<file path="config.mk">
export PLATFORM = sky130hd
export DESIGN_NAME = ram_arbiter_flat
export DESIGN_NICKNAME = d
export VERILOG_FILES = /design/src/rtl/ram_arbiter_if.sv /design/src/rtl/ram_arbiter.sv /design/src/flat_wrapper.sv
export SDC_FILE = /design/constraint.sdc
export NUM_CORES = 1
export LEC_CHECK = 0
export ABC_AREA = 0
export BUFFER_PORTS_ARGS = -buffer_cell sky130_fd_sc_hd__buf_2
export CAP_MARGIN = 0
export CORE_MARGIN = 2
export CORE_UTILIZATION = 45
export CTS_CLUSTER_SIZE = 16
export DETAILED_ROUTE_END_ITERATION = 16
export GPL_TIMING_DRIVEN = 1
export PLACE_DENSITY_LB_ADDON = 0.1
export RECOVER_POWER = 25
export REMOVE_ABC_BUFFERS = 1
export SETUP_SLACK_MARGIN = 0.05
export SLEW_MARGIN = 30
export SYNTH_ARGS = -nofsm -noshare
export SYNTH_HDL_FRONTEND = slang
export SYNTH_SLANG_ARGS = --single-unit
</file>
<file path="constraint.sdc">
create_clock -name clk -period 2.9 [get_ports clk]
set_input_delay 0.58 -clock clk [delete_from_list [all_inputs] [get_ports clk]]
set_output_delay 0.58 -clock clk [all_outputs]
set_load 0.005 [all_outputs]
</file>
<file path="src/rtl/ram_arbiter_if.sv">
// Requester and RAM-side signal bundle for the two-port work-RAM arbiter.
interface ram_arbiter_if #(
  parameter int unsigned ADDRESS_WIDTH = 14
);
  localparam int unsigned DATA_W = 16;
  localparam int unsigned MASK_W = 2;

  // Port A (CPU bus)
  logic                     a_req;
  logic                     a_we;
  logic [MASK_W-1:0]        a_mask;
  logic [ADDRESS_WIDTH-1:0] a_addr;
  logic [DATA_W-1:0]        a_din;
  logic [DATA_W-1:0]        a_dout;
  logic                     a_ack;

  // Port B (secondary master)
  logic                     b_req;
  logic                     b_we;
  logic [MASK_W-1:0]        b_mask;
  logic [ADDRESS_WIDTH-1:0] b_addr;
  logic [DATA_W-1:0]        b_din;
  logic [DATA_W-1:0]        b_dout;
  logic                     b_ack;

  // Shared single-port RAM
  logic                     ram_we;
  logic [MASK_W-1:0]        ram_mask;
  logic [ADDRESS_WIDTH-1:0] ram_addr;
  logic [DATA_W-1:0]        ram_din;
  logic [DATA_W-1:0]        ram_dout;

  // Arbiter view
  modport slave (
    input  a_req, a_we, a_mask, a_addr, a_din,
    input  b_req, b_we, b_mask, b_addr, b_din,
    input  ram_dout,
    output a_dout, a_ack, b_dout, b_ack,
    output ram_we, ram_mask, ram_addr, ram_din
  );

  // Environment view: requesters plus the RAM instance
  modport master (
    output a_req, a_we, a_mask, a_addr, a_din,
    output b_req, b_we, b_mask, b_addr, b_din,
    output ram_dout,
    input  a_dout, a_ack, b_dout, b_ack,
    input  ram_we, ram_mask, ram_addr, ram_din
  );
endinterface

</file>
<file path="src/rtl/ram_arbiter.sv">
// Round-robin arbiter sharing one byte-masked, synchronous-read RAM between
// two req/ack requesters. One access takes four cycles: IDLE (grant),
// ACCESS (RAM samples), READ (data returns), ACK (completion pulse).
module ram_arbiter #(
  parameter int unsigned ADDRESS_WIDTH = 14
) (
  input  logic         clk,
  input  logic         reset,
  ram_arbiter_if.slave bus
);
  localparam int unsigned DATA_W = 16;
  localparam int unsigned MASK_W = 2;

  typedef enum logic [1:0] {
    IDLE   = 2'd0,
    ACCESS = 2'd1,
    READ   = 2'd2,
    ACK    = 2'd3
  } state_t;

  state_t                   state_q, state_d;
  logic                     last_b_q, last_b_d;   // 1: B granted most recently
  logic                     gnt_b_q, gnt_b_d;     // 1: current access belongs to B
  logic                     wr_q, wr_d;           // current access is a write
  logic                     ram_we_q, ram_we_d;
  logic [MASK_W-1:0]        ram_mask_q, ram_mask_d;
  logic [ADDRESS_WIDTH-1:0] ram_addr_q, ram_addr_d;
  logic [DATA_W-1:0]        ram_din_q, ram_din_d;
  logic                     a_ack_q, a_ack_d;
  logic                     b_ack_q, b_ack_d;
  logic [DATA_W-1:0]        a_dout_q, a_dout_d;
  logic [DATA_W-1:0]        b_dout_q, b_dout_d;
  logic                     pick_b;

  // Next-state and next-register values; everything holds unless a state acts on it
  always_comb begin
    state_d    = state_q;
    last_b_d   = last_b_q;
    gnt_b_d    = gnt_b_q;
    wr_d       = wr_q;
    ram_we_d   = ram_we_q;
    ram_mask_d = ram_mask_q;
    ram_addr_d = ram_addr_q;
    ram_din_d  = ram_din_q;
    a_ack_d    = a_ack_q;
    b_ack_d    = b_ack_q;
    a_dout_d   = a_dout_q;
    b_dout_d   = b_dout_q;
    // B wins when alone, or on a tie when A was served last
    pick_b     = bus.b_req && (!bus.a_req || !last_b_q);

    case (state_q)
      IDLE: begin
        if (bus.a_req || bus.b_req) begin
          gnt_b_d    = pick_b;
          last_b_d   = pick_b;
          wr_d       = pick_b ? bus.b_we   : bus.a_we;
          ram_we_d   = pick_b ? bus.b_we   : bus.a_we;
          ram_mask_d = pick_b ? bus.b_mask : bus.a_mask;
          ram_addr_d = pick_b ? bus.b_addr : bus.a_addr;
          ram_din_d  = pick_b ? bus.b_din  : bus.a_din;
          state_d    = ACCESS;
        end
      end
      ACCESS: begin
        ram_we_d = 1'b0;
        state_d  = READ;
      end
      READ: begin
        // Write cycles return pre-write data, so dout only loads on reads
        if (gnt_b_q) begin
          b_ack_d = 1'b1;
          if (!wr_q) b_dout_d = bus.ram_dout;
        end else begin
          a_ack_d = 1'b1;
          if (!wr_q) a_dout_d = bus.ram_dout;
        end
        state_d = ACK;
      end
      ACK: begin
        a_ack_d = 1'b0;
        b_ack_d = 1'b0;
        state_d = IDLE;
      end
      default: state_d = IDLE;
    endcase
  end

  // State and output registers; reset aborts any in-flight access
  always_ff @(posedge clk or posedge reset) begin
    if (reset) begin
      state_q    <= IDLE;
      last_b_q   <= 1'b1;
      gnt_b_q    <= 1'b0;
      wr_q       <= 1'b0;
      ram_we_q   <= 1'b0;
      ram_mask_q <= '0;
      ram_addr_q <= '0;
      ram_din_q  <= '0;
      a_ack_q    <= 1'b0;
      b_ack_q    <= 1'b0;
      a_dout_q   <= '0;
      b_dout_q   <= '0;
    end else begin
      state_q    <= state_d;
      last_b_q   <= last_b_d;
      gnt_b_q    <= gnt_b_d;
      wr_q       <= wr_d;
      ram_we_q   <= ram_we_d;
      ram_mask_q <= ram_mask_d;
      ram_addr_q <= ram_addr_d;
      ram_din_q  <= ram_din_d;
      a_ack_q    <= a_ack_d;
      b_ack_q    <= b_ack_d;
      a_dout_q   <= a_dout_d;
      b_dout_q   <= b_dout_d;
    end
  end

  assign bus.ram_we   = ram_we_q;
  assign bus.ram_mask = ram_mask_q;
  assign bus.ram_addr = ram_addr_q;
  assign bus.ram_din  = ram_din_q;
  assign bus.a_ack    = a_ack_q;
  assign bus.b_ack    = b_ack_q;
  assign bus.a_dout   = a_dout_q;
  assign bus.b_dout   = b_dout_q;

endmodule

</file>
<file path="src/flat_wrapper.sv">
// flat-port wrapper written by rule: the top's interface ports become plain ports
module ram_arbiter_flat 
#(
  parameter int unsigned ADDRESS_WIDTH = 14
)
  (clk, reset, bus_a_req, bus_a_we, bus_a_mask, bus_a_addr, bus_a_din, bus_b_req, bus_b_we, bus_b_mask, bus_b_addr, bus_b_din, bus_ram_dout, bus_a_dout, bus_a_ack, bus_b_dout, bus_b_ack, bus_ram_we, bus_ram_mask, bus_ram_addr, bus_ram_din);
  ram_arbiter_if #(.ADDRESS_WIDTH(ADDRESS_WIDTH)) bus_i ();
  input  logic clk;
  input  logic reset;
  input wire logic [$bits(bus_i.a_req)-1:0] bus_a_req;
  input wire logic [$bits(bus_i.a_we)-1:0] bus_a_we;
  input wire logic [$bits(bus_i.a_mask)-1:0] bus_a_mask;
  input wire logic [$bits(bus_i.a_addr)-1:0] bus_a_addr;
  input wire logic [$bits(bus_i.a_din)-1:0] bus_a_din;
  input wire logic [$bits(bus_i.b_req)-1:0] bus_b_req;
  input wire logic [$bits(bus_i.b_we)-1:0] bus_b_we;
  input wire logic [$bits(bus_i.b_mask)-1:0] bus_b_mask;
  input wire logic [$bits(bus_i.b_addr)-1:0] bus_b_addr;
  input wire logic [$bits(bus_i.b_din)-1:0] bus_b_din;
  input wire logic [$bits(bus_i.ram_dout)-1:0] bus_ram_dout;
  output wire logic [$bits(bus_i.a_dout)-1:0] bus_a_dout;
  output wire logic [$bits(bus_i.a_ack)-1:0] bus_a_ack;
  output wire logic [$bits(bus_i.b_dout)-1:0] bus_b_dout;
  output wire logic [$bits(bus_i.b_ack)-1:0] bus_b_ack;
  output wire logic [$bits(bus_i.ram_we)-1:0] bus_ram_we;
  output wire logic [$bits(bus_i.ram_mask)-1:0] bus_ram_mask;
  output wire logic [$bits(bus_i.ram_addr)-1:0] bus_ram_addr;
  output wire logic [$bits(bus_i.ram_din)-1:0] bus_ram_din;
  assign bus_i.a_req = bus_a_req;
  assign bus_i.a_we = bus_a_we;
  assign bus_i.a_mask = bus_a_mask;
  assign bus_i.a_addr = bus_a_addr;
  assign bus_i.a_din = bus_a_din;
  assign bus_i.b_req = bus_b_req;
  assign bus_i.b_we = bus_b_we;
  assign bus_i.b_mask = bus_b_mask;
  assign bus_i.b_addr = bus_b_addr;
  assign bus_i.b_din = bus_b_din;
  assign bus_i.ram_dout = bus_ram_dout;
  assign bus_a_dout = bus_i.a_dout;
  assign bus_a_ack = bus_i.a_ack;
  assign bus_b_dout = bus_i.b_dout;
  assign bus_b_ack = bus_i.b_ack;
  assign bus_ram_we = bus_i.ram_we;
  assign bus_ram_mask = bus_i.ram_mask;
  assign bus_ram_addr = bus_i.ram_addr;
  assign bus_ram_din = bus_i.ram_din;
  ram_arbiter #(.ADDRESS_WIDTH(ADDRESS_WIDTH)) u_core (.clk(clk), .reset(reset), .bus(bus_i));
endmodule
</file>
After elaboration in Yosys (flattened, before gate mapping)
Index checks and enable logic that the tools add are counted.
{"block": "op_classes", "n_reduce_logical": 14, "n_eq_ne": 6, "bitwise_logic": 2, "n_mux": 12}
{"operator": "16-bit 2-to-1 mux", "count": 1}
{"operator": "14-bit 2-to-1 mux", "count": 1}
{"operator": "2-bit case mux with 4 select lines", "count": 1}
{"operator": "2-bit AND reduction", "count": 4}
{"operator": "1-bit case mux with 2 select lines", "count": 3}
{"operator": "3-bit AND reduction", "count": 2}
{"operator": "2-bit equality test (second input constant)", "count": 2}
{"operator": "1-bit 2-to-1 mux", "count": 4}
{"operator": "2-bit 2-to-1 mux", "count": 2}
{"operator": "2-bit by 1-bit != test with 1-bit output (second input constant)", "count": 2}
{"operator": "2-bit nonzero test", "count": 2}
{"operator": "2-bit by 1-bit equality test with 1-bit output (second input constant)", "count": 1}
{"operator": "1-bit logical NOT", "count": 2}
{"operator": "2-bit logical NOT", "count": 1}
{"operator": "1-bit logical OR", "count": 2}
{"operator": "2-bit != test (second input constant)", "count": 1}
{"operator": "1-bit inverter", "count": 2}
{"operator": "1-bit logical AND", "count": 1}
{"block": "totals", "out_inout_bits": 67, "inputBits": 86, "reg_bits": 72, "word_cells": 46}

Longest topological paths before layout
Gate-level depths: netlist of run 1.
{"block": "logic_depth", "word_depth": 6, "depth_mapped": 7, "mapped_depth_nobuf": 5}

Worst setup path before layout of run 1
Ideal clock, no wire load.
{"block": "synth_path", "path_kind": "reg2reg", "from": "reg u_core.state_q[0]", "to": "reg u_core.a_dout_q[0], in the netlist u_core.bus.a_dout[0]", "setup_slack_ps": 1199, "period_less_slack_ps": 1701, "setup_ps": 125, "path_buffers": 2, "stages_incl_launch_ff": 8, "t_required_ps": 2775, "arrival_time_ps": 1576, "path_cell_list": "dfrtp_1 > inv_1 > ha_1 > nor2b_4 > nor2b_4 > buf_6 > buf_12 > mux2_4"}
{"block": "synth_via", "elab_chain_cells": 2}
{"element": "start: declaration", "line": "ram_arbiter.sv:21", "source": "state_t state_q, state_d;"}
{"element": "start signal: assignment", "line": "ram_arbiter.sv:105", "source": "state_q <= state_d;"}
{"element": "2-bit equality test", "line": "ram_arbiter.sv:52", "source": "case (state_q)"}
{"element": "3-bit AND reduction (no line)"}
{"element": "end signal: assignment", "line": "ram_arbiter.sv:115", "source": "a_dout_q <= a_dout_d;"}
{"element": "end: declaration", "line": "ram_arbiter.sv:31", "source": "logic [DATA_W-1:0] a_dout_q, a_dout_d;"}
No other way between the ends.
A chain may end at the register's enable or synchronous reset.

Worst setup path after layout of run 1
{"block": "layout_path", "from": "reg u_core.state_q[0]", "to": "reg u_core.a_dout_q[10], in the netlist u_core.bus.a_dout[10]"}
The elaborated chain is that of the path after synthesis.

==> run summary, run 1 <==
Tmin final: 2050 ps
Status: finished, final reports clean
Fmax: 489 MHz
Initial Util: 46.4%
IO Count: 153
Fill cells: 577
Final Cycle Share: 70.6%
WP data arrival: 2270 ps
RR Endpoint: u_core.bus.a_dout[10]
Layout cells sized above 1: 48.2%
Chip width: 87.4 µm
Yosys reg bits: 72
Hold buffers post-CTS: 0
Core Area: 6760 µm²
Slowest stage delay, CP: 520 ps
Most common cell in the synthesized netlist: dfrtp_1
RSZ-0062 raised after global routing: false
Main synth FF type: dfrtp_1
Synth async-reset ratio: 100%
Ranking of synthesized cells by area: dfrtp_1 (57%), a21oi_1 (11%), mux2_2 (8.3%)
Initial antenna violation count: 0
HPWL after DPL: 5380 µm
Distinct cells, synth: 26
CTS tree: done
Worst slew pin tran: 1100 ps
Postcts setup bufs: 0
Via/cell ratio: 5.01
Place WS: 851 ps
Yosys warning total: 0
P&R area growth vs syn: 32.9%
Sequential share of the synthesized area: 57.5%
Pin count of the biggest net entering global routing: 34
Total gr overflow: 0
Fin Setup TNS: 0 ps
WP depth: 5
Crit end category: flip-flop
Total global-route track usage: 19.5%
Hold Vio Cnt, Final: 0
Leak: 2.09 nW
Mapped cell area: 3130 µm²
Post-synth EDFFs: 0
Pwr/cell area: 1070 nW/µm²
Setup crit start: u_core.state_q[0]
Routed Wire Length: 7470 µm
Num CTS Buffers: 9
Setup crit end: u_core.bus.a_dout[10]
Largest area contributor in the netlist: dfrtp_1
Max Cap Viol: 0
Final setup viols: 0
Post-synth top area share: 56.7%
Worst EP required: 3120 ps
Worst-path cell chain: inv_1, ha_1, nor2b_4, nor2b_4, mux2_2
Worst min path class: primary input to flip-flop
Clk_lat worst skew: 340 ps
IO buf count: 152
N_diodes: 0
Antenna viol nets, final: 0
GP Congestion: 0.734
Top post-synthesis cells by count: dfrtp_1 (71), a21oi_1 (67), nand2_1 (36), nor2_1 (34), mux2_2 (23)
Clock transition at path regs: 80 ps
R2r setup slk: 850 ps
Syn Area/Cell: 11.0 µm²
Reg2Reg Depth: 5
Die span in y: 87.4 µm
Largest delay contributor family on the critical path: simple AND/OR/NAND/NOR gates
Die area: 7650 µm²
Fin. max-slew vios: 0
Worst rel slew slack: 26.6%
Pre-antenna DRT Iters: 4
Root Buffer: clkbuf_8
Most frequent CP cell: nor2b_4
CP Buf/Inv Count: 1
# resized after CTS: 0
Wire per inst: 14.3 µm
Worst-path maximum fanout: 16
Critical R2R Launch: u_core.state_q[0]
Vias in the first global route: 2551
CTS Buffer Depth: 2
Setup WS post-layout: 853 ps
Max VDD drop: 0.000394 V
Worst setup path category: flip-flop to flip-flop
Setup Skew: 9.54 ps
Slowest CP cell: nor2b_4
DRC Markers: 0
CTS H-tree lvls: 3
CTS sink count: 72
Mapped Cells: 285
First-pass GRT wire length: 11700 µm
FP Rows: 30
CP startpoint kind: flip-flop
Layout Nets: 528
Drt first-iter violations: 68
Via count: 2613
-- layer usage --
layer | share of wire, % | wire [µm] | vias up | track usage [%]
met5 | 0 | 0 | - | 0
met2 | 46 | 3470 | 104 | 31.7
li1 | - | - | 1271 | -
met1 | 44 | 3270 | 1231 | 24.2
met3 | 8.6 | 640 | 7 | 6.07
met4 | 1.2 | 90 | 0 | 7.69
-- cell families (layout without fill, tap and decap cells) --
logic type	Yosys count	count (layout)	share of synthesized area, %
adders and majority gates	5	5	2.00
muxes	33	33	13.1
buffers and inverters	21	178	3.95
AOI/OAI and AO/OA	78	78	13.3
DFF	72	72	57.5
and+or+nand+nor	76	76	10.2
-- flip-flops by register name, summed over array words and instances (netlist names) --
name / flops
u_core.bus.a_ack: 1
u_core.bus.a_dout: 16
u_core.bus.b_ack: 1
u_core.bus.b_dout: 16
u_core.bus.ram_addr: 14
u_core.bus.ram_din: 16
u_core.bus.ram_mask: 2
u_core.bus.ram_we: 1
u_core.gnt_b_q: 1
u_core.last_b_q: 1
u_core.state_q: 2
u_core.wr_q: 1
-- how the worst min path moves through the flow --
stage	from	end	slack, ps	cells after the start
after detailed placement	u_core.bus.b_dout[8]	u_core.bus.b_dout[8]	490	1
after global routing	bus_a_din[15]	u_core.bus.ram_din[15]	460	3
final	bus_a_addr[0]	u_core.bus.ram_addr[0]	460	3
after floorplan	u_core.bus.b_ack	u_core.bus.b_ack	490	2
after global placement	u_core.bus.b_dout[11]	u_core.bus.b_dout[11]	480	1
after CTS	reset	u_core.bus.b_dout[13]	320	2
-- stage by stage --
stage | cell area (µm²) | std cells | hold slack (ps) | total power [mW] | util [%]
final | 4170 | 522 | 464 | 4.47 | 61.6
after global routing | 4170 | 522 | 455 | 4.82 | 61.6
after CTS | 4170 | 522 | 323 | 4.52 | 61.8
after detailed placement | 3950 | 506 | 490 | 3.63 | 58.4
after global placement | 3950 | 506 | 484 | 3.56 | 58.4
after floorplan | 3020 | 268 | 492 | 2.81 | -
-- worst reg2reg max path, stage by stage (launching register included) --
cell	delay, ps
dfrtp_1	410
inv_1	130
ha_1	270
nor2b_4	200
nor2b_4	520
mux2_2	410
-- layout make-up --
class                      count  area, µm²  share of cell area [%]
clock buffer                   9        124                    2.97
clock inverter                 7        103                    2.46
inverter                       4       15.0                   0.360
multi-input combinational    192       1210                    29.0
sequential                    72       1800                    43.3
tap                           80        100                    2.40
timing repair buffer         158        811                    19.5
-- report_power, final --
part           leakage [nW]  internal, mW  switching (mW)
logic                  1.15         0.935           0.839
clock network         0.110         0.493           0.393
registers             0.829          1.53           0.281
-- placed cells by master (no fill, tap or decap), types with 2 or more instances in the layout --
cell	count
a21oi_1	67
buf_2	152
nand2_1	36
mux2_2	23
a31oi_1	2
buf_4	3
mux2_4	10
ha_1	5
inv_6	2
inv_1	4
clkbuf_8	9
dfrtp_1	71
o21ai_0	3
bufinv_16	2
nor2b_4	2
clkinv_4	2
clkbuf_1	2
nor2_1	34
(Power assumes the default switching activity.)
==> run 2: changes to the inputs <==
==> constraint.sdc (replaced) <==
create_clock -name clk -period 2.1 [get_ports clk]
set_input_delay 0.42 -clock clk [delete_from_list [all_inputs] [get_ports clk]]
set_output_delay 0.42 -clock clk [all_outputs]
set_load 0.005 [all_outputs]
==> run summary, run 2 (same netlist as run 1, synthesis figures left out) <==
Num CTS Buffers: 9 (unchanged)
HPWL after DPL: 5460 µm (+1.5%)
Pre-antenna DRT Iters: 4 (unchanged)
Pwr/cell area: 1460 nW/µm² (+36%)
Max Cap Viol: 0 (unchanged)
CTS H-tree lvls: 3 (unchanged)
Root Buffer: clkbuf_8
Total gr overflow: 0 (unchanged)
P&R area growth vs syn: 33.1%
Drt first-iter violations: 66 (-2.9%)
Clock transition at path regs: 80 ps (about the same)
RSZ-0062 raised after global routing: false
Wire per inst: 14.7 µm (+2.6%)
Setup Skew: 7.87 ps (-1.67 ps)
Worst rel slew slack: 41.1% (+15 points)
Clk_lat worst skew: 340 ps (about the same)
Via/cell ratio: 5.14 (+2.7%)
Hold Vio Cnt, Final: 0 (unchanged)
Tmin final: 1780 ps (-265 ps)
Vias in the first global route: 2701 (+5.9%)
Layout cells sized above 1: 48.8% (+0.57 points)
Layout Nets: 531 (+0.57%)
# resized after CTS: 0 (unchanged)
DRC Markers: 0 (unchanged)
Placed Cells: 509 (+0.59%)
Fill cells: 589 (+2.1%)
Leak: 2.10 nW (+0.12%)
WP data arrival: 2000 ps (-270 ps)
Hold buffers post-CTS: 0 (unchanged)
Worst slew pin tran: 882 ps (-218 ps)
Fin. max-slew vios: 0 (unchanged)
Initial antenna violation count: 0 (unchanged)
Worst setup path category: flip-flop to flip-flop
Worst-path cell chain: inv_1, ha_1, nor2b_4, nor2b_4, buf_12, mux2_2
Slowest CP cell: dfrtp_1
Via count: 2699 (+3.3%)
Worst min path class: primary input to asynchronous set/reset pin
Final non-filler cell total: 525 (+0.57%)
First-pass GRT wire length: 12300 µm (+5.6%)
Multi-input gate area: 1210 µm² (unchanged)
Final setup viols: 0 (unchanged)
Core Area: 6760 µm² (unchanged)
Fmax: 561 MHz (+15%)
Routed Wire Length: 7710 µm (+3.2%)
CTS Buffer Depth: 2 (unchanged)
FP Rows: 30 (unchanged)
Crit end category: flip-flop
Worst EP required: 2320 ps (-800 ps)
Antenna viol nets, final: 0 (unchanged)
Worst-path maximum fanout: 16 (unchanged)
Total global-route track usage: 20.6% (+1.1 points)
GP Congestion: 0.763 (+4.0%)
Slowest stage delay, CP: 410 ps (-110 ps)
IO buf count: 152 (unchanged)
Most frequent CP cell: nor2b_4
Most common library cell in the layout ignoring fill and taps: buf_2
Chip width: 87.4 µm (unchanged)
IO Count: 153 (unchanged)
Die span in y: 87.4 µm (unchanged)
Postcts setup bufs: 0 (unchanged)
Most frequent cells in the layout: buf_2 (152), dfrtp_1 (71), a21oi_1 (67)
Max VDD drop: 0.000626 V (+59%)
Status: finished, final reports clean
Initial Util: 46.4% (unchanged)
Register Area: 1800 µm² (unchanged)
Pin count of the biggest net entering global routing: 35 (+2.9%)
CTS tree: done
CTS sink count: 72 (unchanged)
Die area: 7650 µm² (unchanged)
N_diodes: 0 (unchanged)
Final Cycle Share: 84.8% (+14 points)
Worst Hold Slack: 255 ps (-209 ps)
CP startpoint kind: flip-flop
==> run 2: changes by cell type in the layout (fill, tap and decap cells not counted) <==
cell	before	now
inv_6	2	1
clkbuf_1	2	1
buf_12	1	2
clkinvlp_4	1	3
bufinv_16	2	1
buf_4	3	5
clkbuf_2	0	1
clkinv_4	2	0
clkinv_2	0	2
==> run 2: final cells by class <==
class	instances	share of cell area (%)
clock buffers	9	2.97
clock inverters	7	1.71
inverters	4	0.360
multi-input cells	192	29.0
flip-flops and latches	72	43.2
well taps	80	2.40
repair buffers	161	20.3
==> run 2: path summary, 6_finish.rpt <==
| check | from | to | slack (ps) | cells past startpoint |
|---|---|---|---|---|
| setup / recovery | u_core.state_q[0] | u_core.bus.a_dout[10] | 320 | 6 |
| hold reg to reg | u_core.bus.b_dout[5] | u_core.bus.b_dout[5] | 500 | 1 |
| max in group asynchronous | reset | u_core.bus.ram_addr[2] | 640 | 3 |
| setup reg to reg | u_core.state_q[0] | u_core.bus.a_dout[10] | 320 | 6 |
| hold / removal | reset | u_core.bus.b_dout[13] | 250 | 2 |
| min in group clk | bus_a_addr[0] | u_core.bus.ram_addr[0] | 310 | 3 |
==> run 2: metrics by stage <==
stage	setup slack [ps]	cell area (µm²)	setup TNS [ps]	utilization, %	power (mW)
floorplan	-143	3020	-10170	-	3.88
global placement	378	3990	0	59.1	4.95
detailed placement	324	3990	0	59.1	5.05
CTS	305	4190	0	62.0	6.15
global route	194	4170	0	61.7	6.56
finish	318	4170	0	61.7	6.07
==> run 2: layer usage <==
metal  vias to the layer above  routed length (µm)  GRT usage [%]
met2                       110                3700           33.7
met1                      1301                3350           26.3
met3                        10                 546           4.83
met5                         -                   0              0
met4                         0                 114           8.53
li1                       1278                   -              -
==> run 2: report_power, final <==
group | switching [mW] | internal [mW] | leakage [nW]
Clock | 0.525 | 0.548 | 0.0916
Combinational | 1.18 | 1.32 | 1.18
Sequential | 0.395 | 2.11 | 0.829
Total | 2.10 | 3.97 | 2.10
==> run 2: worst max-delay path: cells and delay by family (launching register included) <==
family	cells	cell delay [ps]
flip-flops	1	410
AND/OR/NAND/NOR	2	360
multiplexers	1	340
buffers and inverters	2	300
adder cells (fa/ha/maj)	1	260
==> run 3: changes to the inputs <==
--- a/config.mk
+++ b/config.mk
@@ -5,7 +5,7 @@
 export SDC_FILE = /design/constraint.sdc
 export NUM_CORES = 1
 export LEC_CHECK = 0
-export ABC_AREA = 0
+export ABC_AREA = 1
 export BUFFER_PORTS_ARGS = -buffer_cell sky130_fd_sc_hd__buf_2
 export CAP_MARGIN = 0
 export CORE_MARGIN = 2
==> constraint.sdc (replaced) <==
create_clock -name clk -period 1.8 [get_ports clk]
set_input_delay 0.36 -clock clk [delete_from_list [all_inputs] [get_ports clk]]
set_output_delay 0.36 -clock clk [all_outputs]
set_load 0.005 [all_outputs]
==> run summary, run 3 <==
Clock transition at path regs: 80 ps (about the same)
Syn Area/Cell: 7.97 µm² (-28%)
P&R area growth vs syn: 31.9%
Worst EP required: 2020 ps (-300 ps)
FP Rows: 31 (+3.3%)
Register Area: 1800 µm² (unchanged)
Status: finished, final reports clean
Worst setup path category: flip-flop to flip-flop
Initial Util: 45.9% (-0.51 points)
RSZ-0062 raised after global routing: false
Pre-antenna DRT Iters: 4 (unchanged)
Via/cell ratio: 4.56 (-11%)
Vias in the first global route: 2765 (+2.4%)
Critical R2R Launch: u_core.state_q[0]
Clk_lat worst skew: 340 ps (about the same)
Routed Wire Length: 7620 µm (-1.1%)
Core Area: 7180 µm² (+6.2%)
Total gr overflow: 0 (unchanged)
Final Util: 60.5% (-1.3 points)
Pin count of the biggest net entering global routing: 37 (+5.7%)
CTS tree: done
CTS sink count: 72 (unchanged)
CTS H-tree lvls: 3 (unchanged)
Hold buffers post-CTS: 0 (unchanged)
Die area: 8010 µm² (+4.8%)
Worst min path class: primary input to asynchronous set/reset pin
Placed cell area: 4140 µm² (+3.6%)
Root Buffer: clkbuf_8
Setup Skew: 9.60 ps (+1.73 ps)
Gr busiest metal: met2
Fill cells: 714 (+21%)
Hold Vio Cnt, Final: 0 (unchanged)
Worst Hold Slack: 95.5 ps (-159 ps)
Most common cell in the synthesized netlist: nand2_1
Num CTS Buffers: 9 (unchanged)
Layout cells sized above 1: 31.9% (-17 points)
Total global-route track usage: 19.2% (-1.4 points)
N_diodes: 0 (unchanged)
Crit end category: flip-flop
Top post-synthesis cells by count: nand2_1 (207), dfrtp_1 (71), nand3_1 (36), inv_1 (27), o21ai_0 (20)
Via count: 3035 (+12%)
Setup WS post-layout: 267 ps (-51.6 ps)
Layout Nets: 653 (+23%)
Worst rel slew slack: 51.2% (+10 points)
IO buf count: 152 (unchanged)
Postcts setup bufs: 0 (unchanged)
Worst-path maximum fanout: 36 (+20)
Met3 Resource Use GR: 3.14% (-1.7 points)
Chip width: 89.5 µm (+2.4%)
HPWL after DPL: 5570 µm (+2.0%)
Fin. max-slew vios: 0 (unchanged)
Final setup viols: 0 (unchanged)
Most common library cell in the layout ignoring fill and taps: nand2_1
Pwr/cell area: 1600 nW/µm² (+9.7%)
Largest area contributor in the netlist: dfrtp_1
GRT met2 Usage: 33.4% (-0.28 points)
Wire per inst: 11.4 µm (-22%)
Fin area: 4340 µm² (+4.1%)
Fmax: 652 MHz (+16%)
Post-synth EDFFs: 0 (unchanged)
CP startpoint kind: flip-flop
First-pass GRT wire length: 11900 µm (-3.0%)
Max Cap Viol: 0 (unchanged)
Antenna viol nets, final: 0 (unchanged)
Leak: 2.60 nW (+24%)
Mapped Cells: 413 (+45%)
Setup crit start: u_core.state_q[0]
Drt first-iter violations: 100 (+52%)
Initial antenna violation count: 0 (unchanged)
Most frequent cells in the layout: nand2_1 (207), buf_2 (152), dfrtp_1 (71)
Place WS: 265 ps (-58.7 ps)
Sequential share of the synthesized area: 54.8% (-2.8 points)
Die span in y: 89.5 µm (+2.4%)
Met1 usage: 24.2% (-2.1 points)
# resized after CTS: 0 (unchanged)
Main synth FF type: dfrtp_1
Fin Setup TNS: 0 ps (unchanged)
Max VDD drop: 0.000813 V (+30%)
WP data arrival: 1750 ps (-250 ps)
Yosys warning total: 0 (unchanged)
Synth async-reset ratio: 100% (unchanged)
CTS Buffer Depth: 2 (unchanged)
Ranking of synthesized cells by area: dfrtp_1 (54%), nand2_1 (24%), nand3_1 (5.5%)
IO Count: 153 (unchanged)
GP Congestion: 0.763 (about the same)
Distinct cells, synth: 17 (-35%)
Mapped cell area: 3290 µm² (+5.0%)
Final Cycle Share: 85.2% (+0.34 points)
Multi-input gate area: 1250 µm² (+3.2%)
DRC Markers: 0 (unchanged)
Yosys reg bits: 72 (unchanged)
Tmin final: 1530 ps (-248 ps)
Post-synth top area share: 54.0% (-2.7 points)
Worst slew pin tran: 732 ps (-150 ps)
## run 3: cell count changes after synthesis, sizes merged, moves of 7 or more
| cell | delta |
|---|---|
| inv | +24 |
| clkbuf | +7 |
| a21oi | -67 |
| nand3 | +35 |
| nor2 | -32 |
| nand2 | +173 |
| mux2 | -33 |
| o21ai | +33 |
## run 3: kinds of logic after synthesis
logic type	after synthesis	synth area share, %
AND/OR/NAND/NOR	247	29.7
AO/OA/AOI/OAI	39	6.35
flip-flops	72	54.8
adder cells (fa/ha/maj)	5	1.90
buffers and inverters	50	7.26
## run 3: cell type report
| cell class | count | area share, % |
|---|---|---|
| tap | 99 | 2.85 |
| timing repair buffer | 160 | 19.1 |
| sequential | 72 | 41.6 |
| clock inverter | 6 | 2.13 |
| inverter | 28 | 2.42 |
| clock buffer | 10 | 3.17 |
| multi-input combinational | 291 | 28.8 |
## run 3: path summary, 6_finish.rpt
path                       cells after the start                endpoint  slack (ps)
setup / recovery                               7       u_core.bus.ram_we         270
max in group asynchronous                      3    u_core.bus.a_dout[5]         560
setup reg to reg                               7       u_core.bus.ram_we         270
hold reg to reg                                2         u_core.last_b_q         470
hold / removal                                 2  u_core.bus.ram_addr[4]         100
min in group clk                               3    u_core.bus.a_dout[4]         270
## run 3: power breakdown
| group | internal (mW) | total (mW) | switching (mW) | leakage, nW |
|---|---|---|---|---|
| registers | 2.42 | 2.80 | 0.383 | 0.888 |
| logic | 1.17 | 2.70 | 1.52 | 1.61 |
| clock network | 0.823 | 1.43 | 0.609 | 0.109 |
## run 3: worst max-delay path, cell delays in order (launching register included)
cell and delay (ps):
dfrtp_1 390, inv_1 90, ha_1 270, o21ai_4 90
buf_4 360, nand2_1 90, nand3_1 90, nand2_1 50
## run 3: metrics by stage
step / instances / power, mW
after global routing: 666 / 7.57
after CTS: 666 / 7.05
final: 666 / 6.93
after floorplan: 391 / 4.26
after detailed placement: 650 / 5.59
after global placement: 650 / 5.51
## run 3: per-layer routing
layer | up-vias | wire (µm)
li1 | 1580 | -
met1 | 1371 | 3390
met2 | 76 | 3730
met3 | 8 | 399
met4 | 0 | 104
met5 | - | 0
